[src/rtl/lif_neuron_array_if.sv]
// lif_neuron_array_if: timestep request/response bundle for the LIF neuron array
interface lif_neuron_array_if #(
   parameter int N_NEURONS       = 8,
   parameter int POTENTIAL_WIDTH = 16,
   parameter int FRACTION_BITS   = 8,
   parameter int REFRAC_WIDTH    = 4
);
   localparam int CW = $clog2(N_NEURONS + 1);
   logic                       in_valid;
   logic                       in_ready;
   logic [N_NEURONS-1:0]       in_spikes;
   logic [FRACTION_BITS-1:0]   lambda_val_scaled;
   logic [POTENTIAL_WIDTH-1:0] weight_scaled;
   logic [POTENTIAL_WIDTH-1:0] theta_val_scaled;
   logic [POTENTIAL_WIDTH-1:0] reset_val_scaled;
   logic [REFRAC_WIDTH-1:0]    refrac_steps;
   logic                       out_valid;
   logic [N_NEURONS-1:0]       out_spikes;
   logic [CW-1:0]              spike_count;
   modport master (
      output in_valid, in_spikes, lambda_val_scaled, weight_scaled,
             theta_val_scaled, reset_val_scaled, refrac_steps,
      input  in_ready, out_valid, out_spikes, spike_count
   );
   modport slave (
      input  in_valid, in_spikes, lambda_val_scaled, weight_scaled,
             theta_val_scaled, reset_val_scaled, refrac_steps,
      output in_ready, out_valid, out_spikes, spike_count
   );
endinterface

[src/rtl/lif_neuron_array.sv]
// lif_neuron_array: time-multiplexed LIF neurons sharing one leak/integrate/fire datapath
module lif_neuron_array #(
   parameter int N_NEURONS       = 8,
   parameter int POTENTIAL_WIDTH = 16,
   parameter int FRACTION_BITS   = 8,
   parameter int REFRAC_WIDTH    = 4
) (
   input logic clk,
   input logic reset,
   lif_neuron_array_if.slave bus
);
   localparam int PW = POTENTIAL_WIDTH;
   localparam int FB = FRACTION_BITS;
   localparam int RW = REFRAC_WIDTH;
   localparam int IW = N_NEURONS > 1 ? $clog2(N_NEURONS) : 1;
   localparam int CW = $clog2(N_NEURONS + 1);
   typedef enum logic [1:0] {IDLE, UPDATE, DONE} state_t;
   state_t state, state_nx;
   logic [IW-1:0]        idx;
   logic [N_NEURONS-1:0] spk_in, spk_acc, spk_nx, spk_out;
   logic [FB-1:0]        lam_q;
   logic [PW-1:0]        w_q, th_q, rv_q;
   logic [RW-1:0]        rf_q;
   logic [PW-1:0]        pot [N_NEURONS];
   logic [RW-1:0]        rcnt [N_NEURONS];
   logic [PW+FB-1:0]     prod;
   logic [PW-1:0]        leak, sat;
   logic [PW:0]          sum;
   logic [CW-1:0]        cnt_nx, cnt_q;
   logic                 last, refr, fire;
   assign last = idx == IW'(N_NEURONS - 1);
   assign prod = (PW+FB)'(pot[idx]) * (PW+FB)'(lam_q);
   assign leak = PW'(prod >> FB);
   assign sum  = {1'b0, leak} + {1'b0, spk_in[idx] ? w_q : '0};
   assign sat  = sum[PW] ? '1 : sum[PW-1:0];
   assign refr = rcnt[idx] != '0;
   assign fire = !refr && sat >= th_q;
   assign spk_nx = spk_acc | (N_NEURONS'(fire) << idx);
   assign bus.in_ready    = state == IDLE;
   assign bus.out_valid   = state == DONE;
   assign bus.out_spikes  = spk_out;
   assign bus.spike_count = cnt_q;
   always_comb begin
      cnt_nx = '0;
      for (int i = 0; i < N_NEURONS; i++) cnt_nx += CW'(spk_nx[i]);
   end
   always_comb begin
      state_nx = state;
      state_nx = state == IDLE   ? (bus.in_valid ? UPDATE : IDLE) :
                 state == UPDATE ? (last ? DONE : UPDATE) : IDLE;
   end
   always_ff @(posedge clk or posedge reset)
      if (reset) state <= IDLE;
      else state <= state_nx;
   // Step parameters are latched at acceptance so the sweep sees a stable configuration.
   always_ff @(posedge clk or posedge reset) begin
      if (reset) begin
         idx     <= '0;
         spk_in  <= '0;
         spk_acc <= '0;
         spk_out <= '0;
         cnt_q   <= '0;
         lam_q   <= '0;
         w_q     <= '0;
         th_q    <= '0;
         rv_q    <= '0;
         rf_q    <= '0;
         for (int i = 0; i < N_NEURONS; i++) begin
            pot[i]  <= '0;
            rcnt[i] <= '0;
         end
      end else if (state == IDLE) begin
         if (bus.in_valid) begin
            idx     <= '0;
            spk_acc <= '0;
            spk_in  <= bus.in_spikes;
            lam_q   <= bus.lambda_val_scaled;
            w_q     <= bus.weight_scaled;
            th_q    <= bus.theta_val_scaled;
            rv_q    <= bus.reset_val_scaled;
            rf_q    <= bus.refrac_steps;
         end
      end else if (state == UPDATE) begin
         idx     <= idx + IW'(1);
         spk_acc <= spk_nx;
         if (refr) rcnt[idx] <= rcnt[idx] - RW'(1);
         else if (fire) begin
            pot[idx]  <= rv_q;
            rcnt[idx] <= rf_q;
         end else pot[idx] <= sat;
         if (last) begin
            spk_out <= spk_nx;
            cnt_q   <= cnt_nx;
         end
      end
   end
endmodule

[src/flat_wrapper.sv]
// flat-port wrapper written by rule: the top's interface ports become plain ports
module lif_neuron_array_flat 
#(
   parameter int N_NEURONS       = 8,
   parameter int POTENTIAL_WIDTH = 16,
   parameter int FRACTION_BITS   = 8,
   parameter int REFRAC_WIDTH    = 4
)
  (clk, reset, bus_in_valid, bus_in_spikes, bus_lambda_val_scaled, bus_weight_scaled, bus_theta_val_scaled, bus_reset_val_scaled, bus_refrac_steps, bus_in_ready, bus_out_valid, bus_out_spikes, bus_spike_count);
  lif_neuron_array_if #(.N_NEURONS(N_NEURONS), .POTENTIAL_WIDTH(POTENTIAL_WIDTH), .FRACTION_BITS(FRACTION_BITS), .REFRAC_WIDTH(REFRAC_WIDTH)) bus_i ();
  input logic clk;
  input logic reset;
  input wire logic [$bits(bus_i.in_valid)-1:0] bus_in_valid;
  input wire logic [$bits(bus_i.in_spikes)-1:0] bus_in_spikes;
  input wire logic [$bits(bus_i.lambda_val_scaled)-1:0] bus_lambda_val_scaled;
  input wire logic [$bits(bus_i.weight_scaled)-1:0] bus_weight_scaled;
  input wire logic [$bits(bus_i.theta_val_scaled)-1:0] bus_theta_val_scaled;
  input wire logic [$bits(bus_i.reset_val_scaled)-1:0] bus_reset_val_scaled;
  input wire logic [$bits(bus_i.refrac_steps)-1:0] bus_refrac_steps;
  output wire logic [$bits(bus_i.in_ready)-1:0] bus_in_ready;
  output wire logic [$bits(bus_i.out_valid)-1:0] bus_out_valid;
  output wire logic [$bits(bus_i.out_spikes)-1:0] bus_out_spikes;
  output wire logic [$bits(bus_i.spike_count)-1:0] bus_spike_count;
  assign bus_i.in_valid = bus_in_valid;
  assign bus_i.in_spikes = bus_in_spikes;
  assign bus_i.lambda_val_scaled = bus_lambda_val_scaled;
  assign bus_i.weight_scaled = bus_weight_scaled;
  assign bus_i.theta_val_scaled = bus_theta_val_scaled;
  assign bus_i.reset_val_scaled = bus_reset_val_scaled;
  assign bus_i.refrac_steps = bus_refrac_steps;
  assign bus_in_ready = bus_i.in_ready;
  assign bus_out_valid = bus_i.out_valid;
  assign bus_out_spikes = bus_i.out_spikes;
  assign bus_spike_count = bus_i.spike_count;
  lif_neuron_array #(.N_NEURONS(N_NEURONS), .POTENTIAL_WIDTH(POTENTIAL_WIDTH), .FRACTION_BITS(FRACTION_BITS), .REFRAC_WIDTH(REFRAC_WIDTH)) u_core (.clk(clk), .reset(reset), .bus(bus_i));
endmodule
[config.mk]
export PLATFORM = sky130hd
export DESIGN_NAME = lif_neuron_array_flat
export DESIGN_NICKNAME = d
export VERILOG_FILES = /design/src/rtl/lif_neuron_array_if.sv /design/src/rtl/lif_neuron_array.sv /design/src/flat_wrapper.sv
export SDC_FILE = /design/constraint.sdc
export NUM_CORES = 1
export LEC_CHECK = 0
export ABC_AREA = 1
export CAP_MARGIN = 20
export CORE_MARGIN = 2
export CORE_UTILIZATION = 50
export CTS_BUF_LIST = sky130_fd_sc_hd__clkbuf_4 sky130_fd_sc_hd__clkbuf_8 sky130_fd_sc_hd__clkbuf_16
export DETAILED_ROUTE_END_ITERATION = 8
export PLACE_DENSITY = 0.68
export SLEW_MARGIN = 10
export SYNTH_ARGS = -nofsm -noshare
export SYNTH_HDL_FRONTEND = slang
export SYNTH_SLANG_ARGS = --single-unit
[constraint.sdc]
create_clock -name clk -period 27.1 [get_ports clk]
set_input_delay 5.42 -clock clk [delete_from_list [all_inputs] [get_ports clk]]
set_output_delay 5.42 -clock clk [all_outputs]
set_load 0.05 [all_outputs]
Word level (Yosys, flattened, before mapping) --
Cells that the tools add are included.
Storage, ports and cells: input bits 71, logic and storage cells 94, bits in registers 253, output and inout port bits 14
Operators by class: shift-type cells 1, equality and inequality tests 4, $mul 1, order comparisons 4, reduce and logical (&&, ||, !) cells 12, add/sub/neg operators 10, multiplexer cells 31, bitwise logic cells 4
Operators by type and width (number):
- $bwmux 128 | 2
- $mux 128 | 1
- $mux 16 | 5
- $bwmux 32 | 2
- $mux 32 | 2
- $bmux 16 s3 | 1
- $demux 16 s3 | 1
- $add 4x1->4 | 6
- $mul 16x8->24 | 1
- $mux 8 | 3
- $add 16x16->17 | 1
- $ge 16x16->1 | 1
- $bmux 4 s3 | 1
- $demux 4 s3 | 1
- $mux 4 | 3
- $mux 3 | 3
- $reduce_and 3->1 | 3
- $or 8x8->8 | 1
- $shl 1x3->8 | 1
- $mux 2 | 3
- $ge 4x4->1 const B | 1
- $lt 3x4->1 const B | 1
- $lt 4x1->1 const B | 1
- $not 3->4 | 1
- 16 further kinds | 21

Longest topological paths before layout --
word-level depth 18, mapped depth 59, gate-level depth less buffers 56

Least setup slack after synthesis --
OpenSTA, ideal clock, no wires.
path kind register to register, start point register u_core.idx[0], end point register u_core.cnt_q[2] (netlist: u_core.bus.spike_count[2]), arrival 9.952 ns, buffers on the path 5, data required time 27.017 ns, stages on the path, launching flop included 53, period minus slack after synthesis 10.035 ns, setup slack 17.065 ns, library setup time 0.083 ns, path through dfrtp_1 > buf_4 > buf_1 > clkbuf_1 > clkbuf_1 > nand2_1 > a21oi_1 > o21ai_0 > nand2_1 > inv_1 > nor2_1 > fa_1 > fa_1 > fa_1 > inv_1 > fa_1 > inv_1 > ha_1 > [17 not listed] > inv_1 > ha_1 > a21oi_1 > o21ai_0 > nand2_1 > o211ai_1 > nand2_1 > nand3_1 > nand4_1 > nand2_1 > ha_1 > fa_1 > inv_1 > fa_1 > fa_1 > fa_1 > xor2_1 > o21ai_0
Between the ends: cells in the longest elaborated chain, start to end 18
Ends and longest elaborated chain:
- start, declared | line lif_neuron_array.sv:19 | logic [IW-1:0] idx;
- start signal, assigned | line lif_neuron_array.sv:84 | idx <= idx + IW'(1);
- $not 3->4 (not written as such) | line lif_neuron_array.sv:32, lif_neuron_array.sv:36
- $bmux 16 s3 | line lif_neuron_array.sv:32 | assign prod = (PW+FB)'(pot[idx]) * (PW+FB)'(lam_q);
- $mux 16 (not written as such) (2 in series) | line lif_neuron_array.sv:32
- $mul 16x8->24 | line lif_neuron_array.sv:32
- $add 16x16->17 | line lif_neuron_array.sv:34 | assign sum = {1'b0, leak} + {1'b0, spk_in[idx] ? w_q : '0};
- $mux 16 | line lif_neuron_array.sv:35 | assign sat = sum[PW] ? '1 : sum[PW-1:0];
- $ge 16x16->1 | line lif_neuron_array.sv:37 | assign fire = !refr && sat >= th_q;
- $logic_and 1x1->1 | line lif_neuron_array.sv:37
- $shl 1x3->8 * | line lif_neuron_array.sv:38 | assign spk_nx = spk_acc | (N_NEURONS'(fire) << idx);
- $or 8x8->8 * | line lif_neuron_array.sv:38
- net u_core.spk_nx[0] | line lif_neuron_array.sv:20 | logic [N_NEURONS-1:0] spk_in, spk_acc, spk_nx, spk_out;
- $add 1x1->2 * | line lif_neuron_array.sv:45 | for (int i = 0; i < N_NEURONS; i++) cnt_nx += CW'(spk_nx[i]);
- $add 4x1->4 * (6 in series) | line lif_neuron_array.sv:45
- end signal, assigned | line lif_neuron_array.sv:93 | cnt_q <= cnt_nx;
- end, declared | line lif_neuron_array.sv:29 | logic [CW-1:0] cnt_nx, cnt_q;
Mark *: on every way through the listed nets, which the timed path passes. The rest lies on a longest branch. The select of a mux whose other input is x is not followed. A chain may end at the register's enable or synchronous reset.

Worst setup path after layout --
start point register u_core.idx[1], end point register u_core.cnt_q[2] (netlist: u_core.bus.spike_count[2])
The elaborated chain is that of the path after synthesis.

==> impl_results.html <==
<table>
<tr><th>Metric</th><th>Value</th></tr>
<tr><th colspan="2">Floorplanning</th></tr>
<tr><td>Die width</td><td>188 microns</td></tr>
<tr><td>Starting Density</td><td>50.7%</td></tr>
<tr><td>Die Outline Area</td><td>35400 sq um</td></tr>
<tr><td>Site Rows</td><td>67</td></tr>
<tr><td>Core footprint</td><td>33400 sq um</td></tr>
<tr><td>Boundary Pins</td><td>85</td></tr>
<tr><td>Overall die height</td><td>188 microns</td></tr>
<tr><th colspan="2">Drt</th></tr>
<tr><td>Initial drt markers</td><td>1251</td></tr>
<tr><td>Count of unresolved DRC violations after routing</td><td>0</td></tr>
<tr><td>Residual antenna-violating net count after detailed routing</td><td>0</td></tr>
<tr><td>Total number of vias</td><td>14900</td></tr>
<tr><td>First-pass iteration count of the detailed router</td><td>6</td></tr>
<tr><td>Via density per instance</td><td>5.50</td></tr>
<tr><td>Detailed-route wire length</td><td>48900 microns</td></tr>
<tr><td>Final routed wire length divided by cell count</td><td>18.1 microns</td></tr>
<tr><th colspan="2">Worst setup path</th></tr>
<tr><td>Kind of critical path</td><td>reg2reg</td></tr>
<tr><td>CP max stage cell</td><td>sky130_fd_sc_hd__fa_1</td></tr>
<tr><td>Worst endpoint data arrival time</td><td>12400 ps</td></tr>
<tr><td>Reg-to-reg critical path endpoint</td><td>u_core.bus.spike_count[2]</td></tr>
<tr><td>Most repeated library cell on the critical path</td><td>sky130_fd_sc_hd__inv_1</td></tr>
<tr><td>Slack of the worst reg-to-reg path</td><td>15160 ps</td></tr>
<tr><td>Startpoint of the most critical register-to-register path</td><td>u_core.idx[1]</td></tr>
<tr><td>Number of cells on the worst reg-to-reg path</td><td>50</td></tr>
<tr><td>Required time of the critical path</td><td>27560 ps</td></tr>
<tr><td>Critical path endpoint category</td><td>flip-flop</td></tr>
<tr><td>Critical path peak fanout</td><td>25</td></tr>
<tr><td>Kind of start point of the critical path</td><td>flip-flop</td></tr>
<tr><td>Slowest Stage Delay on Critical Path</td><td>520 ps</td></tr>
<tr><th colspan="2">Clock network</th></tr>
<tr><td># clock sinks</td><td>253</td></tr>
<tr><td>Clock Pin Slew Worst Setup and Hold Paths</td><td>60 ps</td></tr>
<tr><td>Post-CTS Resized</td><td>0</td></tr>
<tr><td>Buffer type at the clock tree root</td><td>sky130_fd_sc_hd__clkbuf_16</td></tr>
<tr><td>CTS Buf Count</td><td>29</td></tr>
<tr><td>Clock tree from TritonCTS</td><td>built</td></tr>
<tr><td>H-tree depth</td><td>1</td></tr>
<tr><td>Worst-Skew Late Latency</td><td>550 ps</td></tr>
<tr><td>Clock buffer depth</td><td>3</td></tr>
<tr><td>Count of buffers added by post-CTS timing repair for setup</td><td>0</td></tr>
<tr><td>Hold buffers post-CTS</td><td>0</td></tr>
<tr><th colspan="2">Cells and area</th></tr>
<tr><td>Fillcell total</td><td>3094</td></tr>
<tr><td>Signed area change from the synthesized netlist to the final layout</td><td>12.9%</td></tr>
<tr><td>Final cell count without fillers</td><td>2707</td></tr>
<tr><td>Layout cell share with drive strength beyond 1</td><td>5.53%</td></tr>
<tr><td>Inserted Diodes</td><td>0</td></tr>
<tr><td>Most common cell after layout, fill and taps aside</td><td>sky130_fd_sc_hd__nand2_1</td></tr>
<tr><td>Most frequent cells in the layout</td><td>sky130_fd_sc_hd__nand2_1 (697), sky130_fd_sc_hd__dfrtp_1 (253), sky130_fd_sc_hd__inv_1 (240), sky130_fd_sc_hd__nor2_1 (227), sky130_fd_sc_hd__a21oi_1 (141)</td></tr>
<tr><td>Final Net Count</td><td>2480</td></tr>
<tr><th colspan="2">GRT</th></tr>
<tr><td>Global-route wire length before repair</td><td>79400 microns</td></tr>
<tr><td>Number of antenna violations at the first check in global routing</td><td>0</td></tr>
<tr><td>Overall track demand over capacity in global routing</td><td>28.1%</td></tr>
<tr><td>Pin count of the biggest net entering global routing</td><td>117</td></tr>
<tr><td>Vias in the first global route</td><td>15300</td></tr>
<tr><td>Overall overflow remaining after global route</td><td>0</td></tr>
<tr><th colspan="2">Placed design</th></tr>
<tr><td>Post-placement cell count</td><td>2658</td></tr>
<tr><td>I/O Buffers</td><td>84</td></tr>
<tr><td>Half-perimeter wire length after detailed placement</td><td>35100 microns</td></tr>
<tr><td>Weighted congestion reported at the end of routability-driven placement</td><td>0.891</td></tr>
<tr><th colspan="2">Synth</th></tr>
<tr><td>Synthesized net count</td><td>2425</td></tr>
<tr><td>Top_reg_cell synth</td><td>sky130_fd_sc_hd__dfrtp_1</td></tr>
<tr><td>Count of cell types in the netlist</td><td>52</td></tr>
<tr><td>Yosys Warn Count</td><td>0</td></tr>
<tr><td>Mapped Cells</td><td>2186</td></tr>
<tr><td>Sequential element share of the synthesized area</td><td>37.3%</td></tr>
<tr><td>Total of flip-flops plus latches after synthesis</td><td>253</td></tr>
<tr><td>Number of enable-type register cells in the synthesized netlist</td><td>0</td></tr>
<tr><td>Async set-reset flop share out of synthesis</td><td>100%</td></tr>
<tr><td>Avg Inst Size Synth</td><td>7.76 sq um</td></tr>
<tr><td>Area of the mapped netlist</td><td>17000 sq um</td></tr>
<tr><th colspan="2">STA</th></tr>
<tr><td>Fin crit share</td><td>44.0%</td></tr>
<tr><td>Hold violation total from the final report</td><td>0</td></tr>
<tr><td>Unrepaired setup endpoints after global routing</td><td>false</td></tr>
<tr><td>Max-slew violation count</td><td>0</td></tr>
<tr><td>Setup TNS</td><td>0 ps</td></tr>
<tr><td>Worst relative slew slack</td><td>33.7%</td></tr>
<tr><td>Worst Tran Pin Value</td><td>995 ps</td></tr>
<tr><td>Highest clock frequency the design can meet</td><td>83.8 MHz</td></tr>
<tr><td>Min cycle time layout</td><td>11940 ps</td></tr>
<tr><td>Final setup violation count</td><td>0</td></tr>
<tr><td>Final setup skew</td><td>9.93 ps</td></tr>
<tr><th colspan="2">Hold path</th></tr>
<tr><td>Launch point of the worst hold path</td><td>u_core.pot[97]</td></tr>
<tr><td>Hold Crit Class</td><td>reg2reg</td></tr>
<tr><td>Hold Path Sink</td><td>u_core.pot[97]</td></tr>
<tr><td>Hold Path Depth</td><td>2</td></tr>
<tr><th colspan="2">Status</th></tr>
<tr><td>Status</td><td>finished clean</td></tr>
<tr><th colspan="2">Job</th></tr>
<tr><td>Max-cap check violation count</td><td>0</td></tr>
</table>
cell families after synthesis:
group	after synthesis	share of synthesized area, %
xor+xnor	23	1.19
fa+ha+maj	168	16.3
mux	11	0.731
buf+inv	328	7.63
simple gates	1140	28.2
compound gates	263	8.63
flops	253	37.3
layer usage:
metal | part of all wire, % | routed length [microns] | track usage, % | vias up
met5 | 0 | 0 | 0 | -
met4 | 2.9 | 1440 | 9.09 | 0
met3 | 6.9 | 3360 | 3.50 | 100
met2 | 48 | 23500 | 47.7 | 565
met1 | 42 | 20600 | 37.5 | 7211
li1 | - | - | - | 7015
state kept, by name, indices dropped and copies added, names as in the netlist:
| register | cells |
|---|---|
| u_core.state | 2 |
| u_core.bus.spike_count | 4 |
| u_core.rv_q | 16 |
| u_core.idx | 3 |
| u_core.spk_in | 8 |
| u_core.bus.out_spikes | 8 |
| u_core.w_q | 16 |
| u_core.th_q | 16 |
| u_core.rcnt | 32 |
| u_core.lam_q | 8 |
| u_core.pot | 128 |
| u_core.rf_q | 4 |
| u_core.spk_acc | 8 |
critical path: cells and delay by family (launching register included):
family	cells	cell delay, ps
AOI/OAI and AO/OA	12	2360
adders and majority gates	12	5070
and+or+nand+nor	12	2000
buffers and inverters	12	1790
DFF	1	360
xor gates and xnor gates	2	270
Yosys cell counts (6+ instances only):
master	n	area (sq um)
sky130_fd_sc_hd__nor2_2	6	37.5
sky130_fd_sc_hd__nor2_8	6	120
sky130_fd_sc_hd__nor2_1	227	852
sky130_fd_sc_hd__nand3_1	139	696
sky130_fd_sc_hd__buf_2	20	100
sky130_fd_sc_hd__clkbuf_1	32	120
sky130_fd_sc_hd__nand2_1	698	2620
sky130_fd_sc_hd__inv_2	18	67.6
sky130_fd_sc_hd__nand4_1	16	100
sky130_fd_sc_hd__dfrtp_1	253	6330
sky130_fd_sc_hd__o21ai_1	9	45.0
sky130_fd_sc_hd__o22ai_1	7	43.8
sky130_fd_sc_hd__inv_1	241	905
sky130_fd_sc_hd__fa_1	88	1760
sky130_fd_sc_hd__buf_1	9	33.8
sky130_fd_sc_hd__mux2_2	11	124
sky130_fd_sc_hd__nor3_1	14	70.1
sky130_fd_sc_hd__a21oi_1	141	706
sky130_fd_sc_hd__a21o_1	6	45.0
sky130_fd_sc_hd__a221oi_1	10	87.6
sky130_fd_sc_hd__o21ai_0	63	315
sky130_fd_sc_hd__nand2_2	13	81.3
sky130_fd_sc_hd__xor2_1	20	175
sky130_fd_sc_hd__ha_1	80	1000
cell type report:
type / instances / area (sq um) / area share, %
inverter: 262 / 991 / 5.18
clock inverter: 13 / 244 / 1.27
multi-input combinational: 1605 / 9340 / 48.8
tap: 448 / 561 / 2.93
timing repair buffer: 90 / 886 / 4.63
clock buffer: 36 / 797 / 4.16
sequential: 253 / 6330 / 33.1
through the flow:
stage | hold slack [ps] | cell area [sq um] | worst slack (ps) | util, %
floorplan | 449 | 17000 | 14720 | -
global placement | 462 | 18100 | 15520 | 54.1
detailed placement | 466 | 18100 | 15330 | 54.1
CTS | 482 | 19100 | 15250 | 57.2
global route | 491 | 19100 | 14470 | 57.2
finish | 475 | 19100 | 15160 | 57.2
worst max path at each step:
stage | startpoint | end | slack (ps) | depth (start not counted)
finish | u_core.idx[1] | u_core.bus.spike_count[2] | 15160 | 50
global route | u_core.idx[2] | u_core.bus.spike_count[2] | 14470 | 43
CTS | u_core.idx[1] | u_core.bus.spike_count[2] | 15250 | 50
detailed placement | u_core.idx[1] | u_core.bus.spike_count[2] | 15330 | 50
global placement | u_core.idx[2] | u_core.bus.spike_count[2] | 15520 | 44
floorplan | reset | u_core.bus.out_spikes[0] | 14720 | 1
Power is not shown: default switching activity piles up to over one toggle a cycle in this logic, so the estimate is an artifact.
==> edit 1 (same flow settings) <==
`FRACTION_BITS` is set to 8 in 3 places; all go to 7.
--- a/src/rtl/lif_neuron_array_if.sv
+++ b/src/rtl/lif_neuron_array_if.sv
@@ -2,7 +2,7 @@
 interface lif_neuron_array_if #(
    parameter int N_NEURONS       = 8,
    parameter int POTENTIAL_WIDTH = 16,
-   parameter int FRACTION_BITS   = 8,
+   parameter int FRACTION_BITS   = 7,
    parameter int REFRAC_WIDTH    = 4
 );
    localparam int CW = $clog2(N_NEURONS + 1);
--- a/src/rtl/lif_neuron_array.sv
+++ b/src/rtl/lif_neuron_array.sv
@@ -2,7 +2,7 @@
 module lif_neuron_array #(
    parameter int N_NEURONS       = 8,
    parameter int POTENTIAL_WIDTH = 16,
-   parameter int FRACTION_BITS   = 8,
+   parameter int FRACTION_BITS   = 7,
    parameter int REFRAC_WIDTH    = 4
 ) (
    input logic clk,
--- a/src/flat_wrapper.sv
+++ b/src/flat_wrapper.sv
@@ -3,7 +3,7 @@
 #(
    parameter int N_NEURONS       = 8,
    parameter int POTENTIAL_WIDTH = 16,
-   parameter int FRACTION_BITS   = 8,
+   parameter int FRACTION_BITS   = 7,
    parameter int REFRAC_WIDTH    = 4
 )
   (clk, reset, bus_in_valid, bus_in_spikes, bus_lambda_val_scaled, bus_weight_scaled, bus_theta_val_scaled, bus_reset_val_scaled, bus_refrac_steps, bus_in_ready, bus_out_valid, bus_out_spikes, bus_spike_count);
Ports: changed (resized bus_lambda_val_scaled); port bits go from 85 to 84. The function was not compared with the original's and may differ.
==> edit 1 against the unedited design <==
Routed wire length down 3.4%. Synthesized area shrank 3.0%. Setup slack lost 370 ps. Design area shrank 3.3%. Hold slack improved by 6.0 ps. Sequential cell count down 1. Critical path depth rose by 3. Global-route usage grew 0.26 points.
Power is left out: the tool's default activity adds up to more than one toggle a clock period on the data nets, which glitch-free logic cannot reach.
==> edit 1: results (changes against the unedited design) <==
| Metric | Value |
|---|---|
| CP peak stage delay | `690 ps (+170 ps)` |
| First-pass GRT wire length | `75900 um (-4.4%)` |
| DRT Pass-1 Iters | `6 (unchanged)` |
| Crit path DAT | `12760 ps (+360 ps)` |
| Synthesized Nets | `2337 (-3.6%)` |
| Vias in the first global route | `14.3k (-6.0%)` |
| Layout Skew | `34.8 ps (+24.8 ps)` |
| Initial DRC Count | `1179 (-5.8%)` |
| Outcome | `complete, no violations` |
| Max_slew headroom | `32.6% (-1.1 points)` |
| Post-synth top cells | `nand2_1 (569), inv_1 (293), dfrtp_1 (252)` |
| Setup Fix Bufs, Post-CTS | `0 (unchanged)` |
| Worst Hold Class | `register to register` |
| Wire per inst | `17.9 um (-0.87%)` |
| Total CTS buffers | `29 (unchanged)` |
| Vias/cell | `5.48 (-0.44%)` |
| Clk slew on worst S/H paths | `60 ps (about the same)` |
| H-tree levels | `1 (unchanged)` |
| Crit-path max FO | `24 (-4.0%)` |
| Final setup viols | `0 (unchanged)` |
| Yosys cell types | `44 (-15%)` |
| IO buf count | `83 (-1.2%)` |
| Final nets | `2396 (-3.4%)` |
| HPWL Detailed | `34500 um (-1.7%)` |
| Seq/Total Area, Yosys | `38.4% (+1.0 points)` |
| Root Driver | `clkbuf_16` |
| Synth top area cells | `dfrtp_1 (38%), nand2_1 (13%), fa_1 (8.9%)` |
| Diodes inserted | `0 (unchanged)` |
| Top flop regs | `u_core.pot x128, u_core.rcnt x32` |
| Max Fclk | `81.3 MHz (-3.0%)` |
| Tot GR Track Use | `28.4% (+0.26 points)` |
| GP Congestion | `0.912 (+2.3%)` |
| Most common cell in the synthesized netlist | `nand2_1` |
| Yosys warnings | `0 (unchanged)` |
| Skew-Pair Late Insertion Delay | `580 ps (+30 ps)` |
| Synth Flop Type | `dfrtp_1` |
| Max stage delay cell, worst path | `dfrtp_1` |
| Layout cells sized above 1 | `5.65% (+0.12 points)` |
| Clk buf depth | `3 (unchanged)` |
| Largest net degree at the start of global routing | `104 (-11%)` |
| Ys async rst share | `100% (unchanged)` |
| Initial antenna violation count | `0 (unchanged)` |
| R2R setup slack | `14800 ps (-370 ps)` |
| Post-cts sizing count | `0 (unchanged)` |
[edit 1: path summary, 6_finish.rpt]
check,from,end,cells after the start
max in group asynchronous,reset,u_core.bus.spike_count[1]$_DFFE_PP0P_,3
hold reg to reg,u_core.rcnt[31]$_DFFE_PP0P_,u_core.rcnt[31]$_DFFE_PP0P_,2
setup reg to reg,u_core.idx[1]$_DFFE_PP0P_,u_core.bus.spike_count[1]$_DFFE_PP0P_,53
setup / recovery,u_core.idx[1]$_DFFE_PP0P_,u_core.bus.spike_count[1]$_DFFE_PP0P_,53
min in group asynchronous,reset,u_core.pot[100]$_DFFE_PP0P_,2
hold / removal,u_core.rcnt[31]$_DFFE_PP0P_,u_core.rcnt[31]$_DFFE_PP0P_,2
[edit 1: layout make-up]
| class | instances | area, sq um |
|---|---|---|
| fill | 3060 | 13900 |
| multi-input combinational | 1490 | 8650 |
| sequential | 252 | 6310 |
| inverter | 308 | 1160 |
| timing repair buffer | 94 | 913 |
| clock buffer | 40 | 846 |
| tap | 442 | 553 |
| clock inverter | 11 | 83.8 |
[edit 1: kinds of logic (layout without fill, tap and decap cells)]
family / Yosys count / after routing / synth area share [%]
DFF: 252 / 252 / 38.4
adders and majority gates: 151 / 151 / 14.8
AOI/OAI and AO/OA: 299 / 299 / 10.0
buffers and inverters: 374 / 453 / 9.03
muxes: 10 / 10 / 0.685
xor gates and xnor gates: 23 / 23 / 1.23
and+or+nand+nor: 1007 / 1007 / 25.8
[edit 1: per-layer routing]
layer  share of wire (%)  global-route usage (%)  vias to the layer above
li1                    -                       -                     6817
met1                  42                    37.5                     7019
met2                  48                    47.4                      504
met3                 6.8                    4.29                      102
met4                 3.2                    10.1                        0
met5                   0                       0                        -
[edit 1: critical path: cells and delay by family, from the launching register on]
| family | cells | cell delay [ps] |
|---|---|---|
| buffers and inverters | 12 | 1790 |
| and+or+nand+nor | 22 | 3410 |
| adders and majority gates | 12 | 4730 |
| AOI/OAI and AO/OA | 7 | 1530 |
| DFF | 1 | 690 |
[edit 1: per-stage QoR]
stage          util, %  instances  hold slack, ps  instance area [sq um]
4_1_cts           57.0       2636             482                  18500
5_1_grt           57.1       2637             495                  18500
6_report          57.1       2637             481                  18500
3_5_place_dp      54.2       2585             466                  17600
2_1_floorplan        -       2116             448                  16400
3_3_place_gp      54.2       2585             462                  17600
==> edit 2 (same flow settings) <==
Made on the original files. Encoding of `state_t`: now one-hot (3 bits for 3 states).
--- a/src/rtl/lif_neuron_array.sv
+++ b/src/rtl/lif_neuron_array.sv
@@ -14,7 +14,7 @@
    localparam int RW = REFRAC_WIDTH;
    localparam int IW = N_NEURONS > 1 ? $clog2(N_NEURONS) : 1;
    localparam int CW = $clog2(N_NEURONS + 1);
-   typedef enum logic [1:0] {IDLE, UPDATE, DONE} state_t;
+   typedef enum logic [2:0] {IDLE = 3'b001, UPDATE = 3'b010, DONE = 3'b100} state_t;
    state_t state, state_nx;
    logic [IW-1:0]        idx;
    logic [N_NEURONS-1:0] spk_in, spk_acc, spk_nx, spk_out;
Check against the original RTL: same outputs for any inputs over 4 cycles, from zero or initial values and one cycle with reset high; so few cycles prove little.
==> edit 2 against the unedited design <==
Routed wire length is 0.89% higher. Sequential cell count is 1 higher. Via count is 0.66% lower. Final cell count is 1.1% lower. Setup slack worse by 880 ps. Synthesized area is 1.1% lower. Clock skew is 0.71 ps lower. Die area is 1.1% lower. Sequential share of layout area is 0.39 points higher. Design area is 0.74% lower. Critical path depth is 2 lower. Critical endpoint unchanged. Highest routed layer unchanged.
Power is not shown: default switching activity piles up to over one toggle a cycle in this logic, so the estimate is an artifact.
==> edit 2: results (changes against the unedited design) <==
| Metric | Value |
|---|---|
| Crit-path max FO | `23 (-8.0%)` |
| Non-clk bufs | `96 (+6.7%)` |
| First-pass GRT wire length | `78700 um (-0.87%)` |
| Layout Skew | `9.22 ps (-0.708 ps)` |
| Seq area share | `33.5% (+0.39 points)` |
| HPWL Detailed | `36300 um (+3.4%)` |
| Crit path DAT | `13290 ps (+890 ps)` |
| WHS Endpoint | `u_core.rcnt[10]$_DFFE_PP0P_` |
| WHS | `476 ps (+0.605 ps)` |
| Max_slew headroom | `34.7% (+1.1 points)` |
| Storage cell area | `0.00636 sq mm (+0.42%)` |
| Global-route met1 utilization | `38.5% (+0.99 points)` |
| Post-Synthesis Cell Area | `0.0168 sq mm (-1.1%)` |
| Met3 Use GR | `2.85% (-0.65 points)` |
| Max stage delay cell, worst path | `dfrtp_1` |
| CP peak stage delay | `790 ps (+270 ps)` |
| Clock buffer cells | `38 (+5.6%)` |
| WL final | `49300 um (+0.89%)` |
| Tot GR Track Use | `28.3% (+0.22 points)` |
| Worst R2R Path Depth | `48 (-4.0%)` |
| Vias/cell | `5.53 (+0.46%)` |
| Clock network share of area | `5.42% (-0.018 points)` |
| Inverter count | `300 (+15%)` |
| Yosys cell types | `47 (-9.6%)` |
| Routing usage on met2 | `46.7% (-0.99 points)` |
| Multi-input combinational area share | `47.3% (-1.5 points)` |
| Vias in the first global route | `14.6k (-4.2%)` |
| Sinks on Clock Net | `254 (+0.40%)` |
| Post-route insts no fill | `2677 (-1.1%)` |
| R2R setup slack | `14280 ps (-880 ps)` |
| Fill cells | `3139 (+1.5%)` |
| Outcome | `complete, no violations` |
| Initial DRC Count | `1316 (+5.2%)` |
| Post-synth top cells | `nand2_1 (595), inv_1 (280), dfrtp_1 (253)` |
| Synthesized Nets | `2384 (-1.7%)` |
| Layout cells sized above 1 | `5.83% (+0.30 points)` |
| Placed Instances | `2623 (-1.3%)` |
| Largest net degree at the start of global routing | `106 (-9.4%)` |
| Syn_area_per_cell | `7.82 sq um (+0.80%)` |
| GP Congestion | `0.951 (+6.7%)` |
| Non-clk buf share | `4.90% (+0.27 points)` |
| Reg2reg end | `u_core.bus.spike_count[2]$_DFFE_PP0P_` |
| Worst Hold Launch | `u_core.rcnt[10]$_DFFE_PP0P_` |
| Final min period | `12820 ps (+881 ps)` |
[edit 2: changes by cell type after synthesis, moves of 5 or more]
cell / change
buf_2: +8
nor3_2: +6
xor2_1: -5
nand3_1: +11
nand2_1: -103
nor2_8: -5
xnor2_1: +5
a221oi_1: +11
o22ai_1: +11
o21ai_0: +16
inv_1: +39
nand4_1: -8
[edit 2: layer usage]
metal | routed length, um | vias to the layer above
li1 | - | 6916
met1 | 21200 | 7179
met2 | 23200 | 568
met3 | 2910 | 130
met4 | 2050 | 0
met5 | 0 | -
[edit 2: worst register-to-register path: cells and delay by family (launching register included)]
family	cells	cell delay, ps
and+or+nand+nor	19	3340
AOI/OAI and AO/OA	6	1520
adders and majority gates	12	5100
buffers and inverters	10	1810
DFF	1	790
xor gates and xnor gates	1	140
[edit 2: cell families after synthesis]
logic type	synth area share, %
fa+ha+maj	16.5
buf+inv	8.53
compound gates	9.75
simple gates	25.4
xor+xnor	1.20
flops	37.9
mux	0.739
